## src/rtl/sar_adc_reader_if.sv

```systemverilog
// Signal bundle between the SAR ADC controller and its R2R ladder / comparator
// environment. The controller uses the slave side; the driver of start/cmp uses master.
interface sar_adc_reader_if #(
  parameter int WIDTH = 7
);
  logic             start;
  logic             cmp;
  logic [WIDTH-1:0] r2r;
  logic [WIDTH-1:0] sample;
  logic             valid;
  logic             busy;

  modport master (
    output start, cmp,
    input  r2r, sample, valid, busy
  );

  modport slave (
    input  start, cmp,
    output r2r, sample, valid, busy
  );
endinterface

```

## src/rtl/sar_adc_reader.sv

```systemverilog
// Successive-approximation ADC controller driving the shared 7-bit R2R ladder as trial DAC.
// Optional feature macro: SAR_CMP_SYNC_EN (2-flop synchroniser on the comparator input).
module sar_adc_reader #(
  parameter int WIDTH         = 7,
  parameter int SETTLE_CYCLES = 8
) (
  input logic            clk,
  input logic            reset,
  sar_adc_reader_if.slave bus
);

  localparam int IW = (WIDTH > 1) ? $clog2(WIDTH) : 1;
  localparam int CW = (SETTLE_CYCLES > 1) ? $clog2(SETTLE_CYCLES) : 1;

  localparam logic [IW-1:0]    IDX_ONE     = IW'(1);
  localparam logic [IW-1:0]    IDX_ZERO    = IW'(0);
  localparam logic [IW-1:0]    IDX_MSB     = IW'(WIDTH - 1);
  localparam logic [CW-1:0]    CNT_ONE     = CW'(1);
  localparam logic [CW-1:0]    CNT_ZERO    = CW'(0);
  localparam logic [CW-1:0]    SETTLE_LAST = CW'(SETTLE_CYCLES - 1);
  localparam logic [WIDTH-1:0] CODE_ZERO   = {WIDTH{1'b0}};
  localparam logic [WIDTH-1:0] CODE_MSB    = {1'b1, {(WIDTH-1){1'b0}}};

  typedef enum logic [1:0] {
    ST_IDLE   = 2'd0,
    ST_SETTLE = 2'd1,
    ST_DECIDE = 2'd2
  } state_e;

  state_e           state_q, state_d;
  logic [WIDTH-1:0] trial_q, trial_d;
  logic [WIDTH-1:0] sample_q, sample_d;
  logic [IW-1:0]    idx_q, idx_d;
  logic [CW-1:0]    cnt_q, cnt_d;
  logic             valid_q, valid_d;
  logic             busy_q, busy_d;
  logic             cmp_q;

`ifdef SAR_CMP_SYNC_EN
  logic cmp_meta_q;
  logic cmp_sync_q;

  // Two-stage synchroniser; its latency is hidden inside the settle window.
  always_ff @(posedge clk) begin
    if (reset) begin
      cmp_meta_q <= 1'b0;
      cmp_sync_q <= 1'b0;
    end else begin
      cmp_meta_q <= bus.cmp;
      cmp_sync_q <= cmp_meta_q;
    end
  end

  assign cmp_q = cmp_sync_q;
`else
  assign cmp_q = bus.cmp;
`endif

  // State and datapath registers.
  always_ff @(posedge clk) begin
    if (reset) begin
      state_q  <= ST_IDLE;
      trial_q  <= CODE_ZERO;
      sample_q <= CODE_ZERO;
      idx_q    <= IDX_ZERO;
      cnt_q    <= CNT_ZERO;
      valid_q  <= 1'b0;
      busy_q   <= 1'b0;
    end else begin
      state_q  <= state_d;
      trial_q  <= trial_d;
      sample_q <= sample_d;
      idx_q    <= idx_d;
      cnt_q    <= cnt_d;
      valid_q  <= valid_d;
      busy_q   <= busy_d;
    end
  end

  // Next-state logic: binary search over the ladder code, one bit per SETTLE+DECIDE pass.
  always_comb begin
    state_d  = state_q;
    trial_d  = trial_q;
    sample_d = sample_q;
    idx_d    = idx_q;
    cnt_d    = cnt_q;
    valid_d  = 1'b0;
    busy_d   = busy_q;

    case (state_q)
      ST_IDLE: begin
        busy_d = 1'b0;
        if (bus.start) begin
          trial_d = CODE_MSB;
          idx_d   = IDX_MSB;
          cnt_d   = CNT_ZERO;
          busy_d  = 1'b1;
          state_d = ST_SETTLE;
        end else begin
          state_d = ST_IDLE;
        end
      end

      ST_SETTLE: begin
        cnt_d = cnt_q + CNT_ONE;
        if (cnt_q == SETTLE_LAST) begin
          state_d = ST_DECIDE;
        end else begin
          state_d = ST_SETTLE;
        end
      end

      ST_DECIDE: begin
        // Comparator low means the trial overshot the input: drop this bit.
        if (!cmp_q) begin
          trial_d[idx_q] = 1'b0;
        end else begin
          trial_d[idx_q] = trial_q[idx_q];
        end
        if (idx_q != IDX_ZERO) begin
          trial_d[idx_q - IDX_ONE] = 1'b1;
          idx_d   = idx_q - IDX_ONE;
          cnt_d   = CNT_ZERO;
          state_d = ST_SETTLE;
        end else begin
          sample_d = trial_d;
          valid_d  = 1'b1;
          busy_d   = 1'b0;
          state_d  = ST_IDLE;
        end
      end

      default: begin
        state_d = ST_IDLE;
        busy_d  = 1'b0;
      end
    endcase
  end

  assign bus.r2r    = trial_q;
  assign bus.sample = sample_q;
  assign bus.valid  = valid_q;
  assign bus.busy   = busy_q;

endmodule

```

## src/flat_wrapper.sv

```systemverilog
// flat-port wrapper written by rule: the top's interface ports become plain ports
module sar_adc_reader_flat 
#(
  parameter int WIDTH         = 7,
  parameter int SETTLE_CYCLES = 8
)
  (clk, reset, bus_start, bus_cmp, bus_r2r, bus_sample, bus_valid, bus_busy);
  sar_adc_reader_if #(.WIDTH(WIDTH)) bus_i ();
  input logic clk;
  input logic reset;
  input wire logic [$bits(bus_i.start)-1:0] bus_start;
  input wire logic [$bits(bus_i.cmp)-1:0] bus_cmp;
  output wire logic [$bits(bus_i.r2r)-1:0] bus_r2r;
  output wire logic [$bits(bus_i.sample)-1:0] bus_sample;
  output wire logic [$bits(bus_i.valid)-1:0] bus_valid;
  output wire logic [$bits(bus_i.busy)-1:0] bus_busy;
  assign bus_i.start = bus_start;
  assign bus_i.cmp = bus_cmp;
  assign bus_r2r = bus_i.r2r;
  assign bus_sample = bus_i.sample;
  assign bus_valid = bus_i.valid;
  assign bus_busy = bus_i.busy;
  sar_adc_reader #(.WIDTH(WIDTH), .SETTLE_CYCLES(SETTLE_CYCLES)) u_core (.clk(clk), .reset(reset), .bus(bus_i));
endmodule
```

## config.mk

```make
export PLATFORM = sky130hd
export DESIGN_NAME = sar_adc_reader_flat
export DESIGN_NICKNAME = d
export VERILOG_FILES = /design/src/rtl/sar_adc_reader_if.sv /design/src/rtl/sar_adc_reader.sv /design/src/flat_wrapper.sv
export SDC_FILE = /design/constraint.sdc
export NUM_CORES = 1
export LEC_CHECK = 0
export BUFFER_PORTS_ARGS = -buffer_cell sky130_fd_sc_hd__buf_2
export CAP_MARGIN = 20
export CORE_MARGIN = 8
export CORE_UTILIZATION = 48
export DETAILED_ROUTE_END_ITERATION = 8
export PLACE_DENSITY = 0.84
export SLEW_MARGIN = 20
export SYNTH_ARGS = -nofsm -noshare
export SYNTH_HDL_FRONTEND = slang
export SYNTH_SLANG_ARGS = --single-unit
```

## constraint.sdc

```tcl
create_clock -name clk -period 1.5 [get_ports clk]
set_input_delay 0.375 -clock clk [delete_from_list [all_inputs] [get_ports clk]]
set_output_delay 0.375 -clock clk [all_outputs]
set_load 0.05 [all_outputs]
```

Word-level counts from Yosys, hierarchy flattened
Cells that the tools add are included.
{ "classes": {"add_sub_neg": 2, "n_lt_le_gt_ge": 4, "n_eq_ne": 6, "n_mux": 26, "n_bitwise": 6, "n_reduce_logical": 12} }
{ "op_table": {"columns": ["op", "n"], "rows": [
  ["two-way mux 7 bit", 4],
  ["one-hot mux 7 bit (2 select lines)", 1],
  ["two-way mux 3 bit", 4],
  ["one-hot mux 3 bit (3 select lines)", 1],
  ["less-than comparator 3 x 4 -> 1 bit (second input constant)", 2],
  ["two-way mux 1 bit", 8],
  ["AND 7 bit", 1],
  ["bitwise mux 7 bit", 1],
  ["inverter 7 bit", 1],
  ["bitwise OR 7 bit", 1],
  ["demux 1 bit (select 3 bit)", 2],
  ["greater-or-equal comparator 3 x 1 -> 1 bit (second input constant)", 2],
  ["one-hot mux 2 bit (3 select lines)", 1],
  ["one-hot mux 3 bit (2 select lines)", 1],
  ["AND reduction 2 bit", 3],
  ["AND reduction 3 bit", 2],
  ["nonzero test 3 bit", 2],
  ["inequality test 2 bit (second input constant)", 2],
  ["adder 3 x 1 -> 3 bit (second input constant)", 1],
  ["binary-select mux 1 bit (select 3 bit)", 1],
  ["== test 3 bit (second input constant)", 1],
  ["inverter 1 bit", 3],
  ["one-hot mux 1 bit (3 select lines)", 1],
  ["subtractor 3 x 1 -> 3 bit (second input constant)", 1],
  ["other kinds (8)", 9]
]} }
{ "totals": {"ff_bits": 24, "inputBits": 4, "out_inout_bits": 16, "wordCells": 63} }

Longest topological paths before layout
{ "depth": {"depth_word": 11, "depth_mapped": 7, "mapped_depth_nobuf": 6} }

Worst setup path before layout
No wires, ideal clock.
{ "synth_path": {"path_kind": "register -> register", "start": "register u_core.idx_q[1]", "end": "register u_core.sample_q[3] (netlist: u_core.bus.sample[3])", "setup_time_ps": 128, "t_arrival_ps": 1312, "required_ps": 1372, "slack_ps": 60, "stages_incl_launch_ff": 8, "n_path_buf": 1, "synth_period_minus_slack_ps": 1440, "cell_sequence": "dfxtp_1 inv_1 ha_1 and2b_4 and2_1 buf_6 mux2i_1 nor2_1"} }
{ "synth_between": {"elab_chain_cells": 8, "word_cells_on_any_way": 15, "classes_between": "order compare (2); mux (7); bitwise (3); reduce/logical (3)"} }
{ "synth_rtl": {"columns": ["item", "line", "rtl"], "rows": [
  ["start: declaration", "sar_adc_reader.sv:33", "logic [IW-1:0] idx_q, idx_d;"],
  ["start signal: assignment", "sar_adc_reader.sv:73", "idx_q <= idx_d;"],
  ["less-than comparator 3 x 4 -> 1 bit (implied by the code) or greater-or-equal comparator 3 x 1 -> 1 bit (tied branches)", "sar_adc_reader.sv:116, sar_adc_reader.sv:118", null],
  ["logical AND 1 bit (implied by the code)", "sar_adc_reader.sv:116, sar_adc_reader.sv:118", null],
  ["two-way mux 1 bit (implied by the code)", "sar_adc_reader.sv:116, sar_adc_reader.sv:118", null],
  ["demux 1 bit (select 3 bit)", null, null],
  ["inverter 7 bit (no line)", null, null],
  ["AND 7 bit (no line)", null, null],
  ["two-way mux 7 bit", "sar_adc_reader.sv:115", "if (!cmp_q) begin"],
  ["two-way mux 7 bit", "sar_adc_reader.sv:90", "case (state_q)"],
  ["end signal: assignment", "sar_adc_reader.sv:72", "sample_q <= sample_d;"],
  ["end: declaration", "sar_adc_reader.sv:32", "logic [WIDTH-1:0] sample_q, sample_d;"]
]} }
Parallel ways exist; a longest one is shown, timed or not. The select of a mux whose other input is x is not followed.
A chain may end at the register's enable or synchronous reset.

Worst setup path after layout
{ "layout_path": {"start": "register u_core.idx_q[1]", "end": "register u_core.trial_q[5] (netlist: u_core.bus.r2r[5])"} }
{ "layout_between": {"elab_chain_cells": 11, "word_cells_on_any_way": 22, "classes_between": "add/sub (1); order compare (4); mux (11); bitwise (3); reduce/logical (3)"} }
{ "layout_rtl": {"columns": ["item", "line", "rtl"], "rows": [
  ["branches (longest 9 deep; another with less-than comparator 3 x 4 -> 1 bit)", null, null],
  ["two-way mux 7 bit (*)", "sar_adc_reader.sv:120", "if (idx_q != IDX_ZERO) begin"],
  ["one-hot mux 7 bit (2 select lines) (*)", "sar_adc_reader.sv:90", null],
  ["end signal: assignment", "sar_adc_reader.sv:71", "trial_q <= trial_d;"],
  ["end: declaration", "sar_adc_reader.sv:31", "logic [WIDTH-1:0] trial_q, trial_d;"]
]} }
Every way passes the cells marked *. The select of a mux whose other input is x is not followed.

==> results.md <==
- Gp weighted congestion: 0.923
- Clock Tree Buf Depth: 2
- Final Cell Area: 1340 sq um
- TritonCTS buffer count: 3
- Total track usage: 12.8%
- Area share of the leading cell type in the synthesized netlist: 41.7%
- CTS H-tree lvls: 1
- WL final: 2750 um
- Final worst slack: 61.5 ps
- Drt first-iter violations: 70
- Port Buffers: 19
- Slew @ Worst Pin: 433 ps
- Length of the first detailed-routing pass in iterations: 4
- Fmax: 695 MHz
- DP Area: 1270 sq um
- Via density: 5.79
- EDFF count, synth: 0
- Die Y: 65.0 um
- Die Area: 4220 sq um
- Post-synth net total: 139
- Largest net degree at the start of global routing: 25
- Vias: 1,042
- HP Class: input port to register
- WHS Path Cells: 3
- WP buf/inv: 2
- Worst-path clk slew: 120 ps
- Crit-path cells: inv_2, ha_4, nor3b_2, a21o_1, buf_4, a32oi_1, nor2_1
- Register-to-Register Path Depth: 7
- Initial antenna violation count: 0
- RR Startpoint: u_core.idx_q[1]
- Overall power: 1.09 mW
- WP data arrival: 1640 ps
- Cell with the most instances after synthesis: dfxtp_1
- CP delay by family, top: flip-flops
- Final Skew: 5.09 ps
- Register area share after synthesis: 41.7%
- Final Hold Viols: 0
- Overflow after GRT: 0
- Flop2flop setup slack: 60 ps
- Die Wd: 65.0 um
- Fillers: 200
- First-pass GRT wire length: 4500 um
- Headroom to the max-slew limit: 71.2%
- Asr flop ratio synth: 0%
- Max incr delay on CP: 370 ps
- WP data required: 1700 ps
- Wire per inst: 15.3 um
- Synth Instances: 131
- Final setup violation count: 0
- Final net count: 162
- Synth top area cells: dfxtp_1 42%, nand2_1 5.2%, nor2_1 5.2%, ha_1 4.3%, a21oi_1 3.9%
- Count of cell types in the netlist: 40
- Max_cap viols: 0
- TritonCTS clock tree: done
- Commonest cells in the netlist: 24 x dfxtp_1, 16 x nand2_1, 16 x nor2_1
- Row count: 17
- Critical Path Fanout Max: 5
- Startpoint types: register
- DRC: 0
- Crit share post-route: 95.9%
- Power Density: 815 nW/um^2
- IO Pins: 20
- Post-DP HPWL: 1940 um
- Average size of a mapped cell: 8.80 sq um
- Hold_sp: bus_start
- Core Region: 2230 sq um
- Post-Syn Area: 1150 sq um
- Starting Density: 51.6%
- Hold EP: u_core.bus.busy
- CTS Hold Bufs: 0
- Area delta synth->final: 16.3%
- FF+latch count, synth: 24
- Peak supply drop: 0.669 mV
- Worst flop-to-flop path endpoint: u_core.bus.r2r[5]
- Fin. max-slew vios: 0
- Clock sinks: 24
- Minimum clock period: 1440 ps
- Top FF cell, synth: dfxtp_1
- Ys Warns: 0
- Remaining antenna violation count: 0
- Crit-path slowest cell: dfxtp_1
- TNS Setup: 0 ps
- Worst skew pair latency: 310 ps
- Post-Place Worst Slack: 16.5 ps
- Root Buffer: clkbuf_4
- RSZ-0062 raised after global routing: false
- Crit path kind: register to register
- Largest area contributor in the netlist: dfxtp_1
- Leakage: 0.557 nW
- Vias in the first global route: 1,012
- Layout cells sized above 1: 27.6%
- Crit end category: register
- Ant. Diodes: 0
- Status: finished, final reports clean
==> worst min-delay path, delay by kind of cell <==
| kind | cells | cell delay, ps |
|---|---|---|
| and+or+nand+nor | 1 | 60 |
| AOI/OAI and AO/OA | 1 | 50 |
| buffers and inverters | 1 | 120 |
==> state kept, by name, indices dropped and copies added, names as in the netlist <==
name               count
u_core.bus.valid       1
u_core.bus.sample      7
u_core.state_q         2
u_core.bus.r2r         7
u_core.idx_q           3
u_core.bus.busy        1
u_core.cnt_q           3
==> area by class of cell <==
cell class,instances,area (sq um),area share (%)
Multi-Input combinational cell,96,646,48.2
Timing Repair Buffer,25,140,10.5
Inverter,4,15.0,1.12
Clock buffer,3,22.5,1.68
Sequential cell,24,482,35.9
Tap cell,28,35.0,2.61
==> per-layer routing <==
layer,GRT usage [%],wire (um),vias up,share of wire (%)
met4,3.27,26,0,0.95
met2,22.2,1340,45,49
met3,4.47,242,4,8.8
met5,0,0,-,0
met1,14.6,1140,480,41
li1,-,-,513,-
==> worst max path at each step <==
stage,from,end,slack [ps],depth (start not counted)
finish,u_core.idx_q[1],u_core.bus.r2r[5],60,7
global route,u_core.idx_q[0],u_core.bus.r2r[6],10,6
CTS,u_core.idx_q[1],u_core.bus.r2r[6],20,6
detailed placement,u_core.idx_q[1],u_core.bus.sample[3],20,6
global placement,u_core.idx_q[1],u_core.bus.sample[3],80,6
floorplan,u_core.idx_q[1],u_core.bus.sample[3],60,7
==> cell usage in the layout (no fill, tap or decap), types with 2 or more instances in the layout <==
cell      count
a21o_1        2
a21oi_1       9
a22oi_1       3
a31oi_1       2
a32oi_1       3
buf_2        19
buf_4         6
clkbuf_4      3
dfxtp_1      23
ha_1          2
ha_4          2
inv_1         2
inv_2         2
mux2i_1       3
nand2_1      16
nand3_1       7
nand4_1       3
nor2_1       16
nor2b_1       2
nor3_1        2
o21ai_1       3
==> cells by family after synthesis <==
family                   after synthesis  synth area share [%]
adder cells (fa/ha/maj)                4                  4.34
multiplexers                           3                  2.61
buffers and inverters                 11                  5.64
AO/OA/AOI/OAI                         33                  21.2
flip-flops                            24                  41.7
AND/OR/NAND/NOR                       56                  24.5
==> through the flow <==
stage	util, %	hold slack, ps	cells
6_report	60.0	339	180
5_1_grt	60.0	325	180
4_1_cts	57.9	331	179
3_5_place_dp	56.9	445	176
3_3_place_gp	56.9	442	176
2_1_floorplan	-	447	131
==> where the power goes <==
| group | total [mW] | switching [mW] | internal (mW) |
|---|---|---|---|
| Clock | 0.273 | 0.179 | 0.0938 |
| Sequential | 0.665 | 0.0144 | 0.650 |
| Combinational | 0.154 | 0.0921 | 0.0622 |
==> what timing repair did <==
item                       CTS  global route
setup endpoints to repair    1             8
resized for setup            1            10
buffers inserted             0             1
Power figures use the tool's default switching activity.
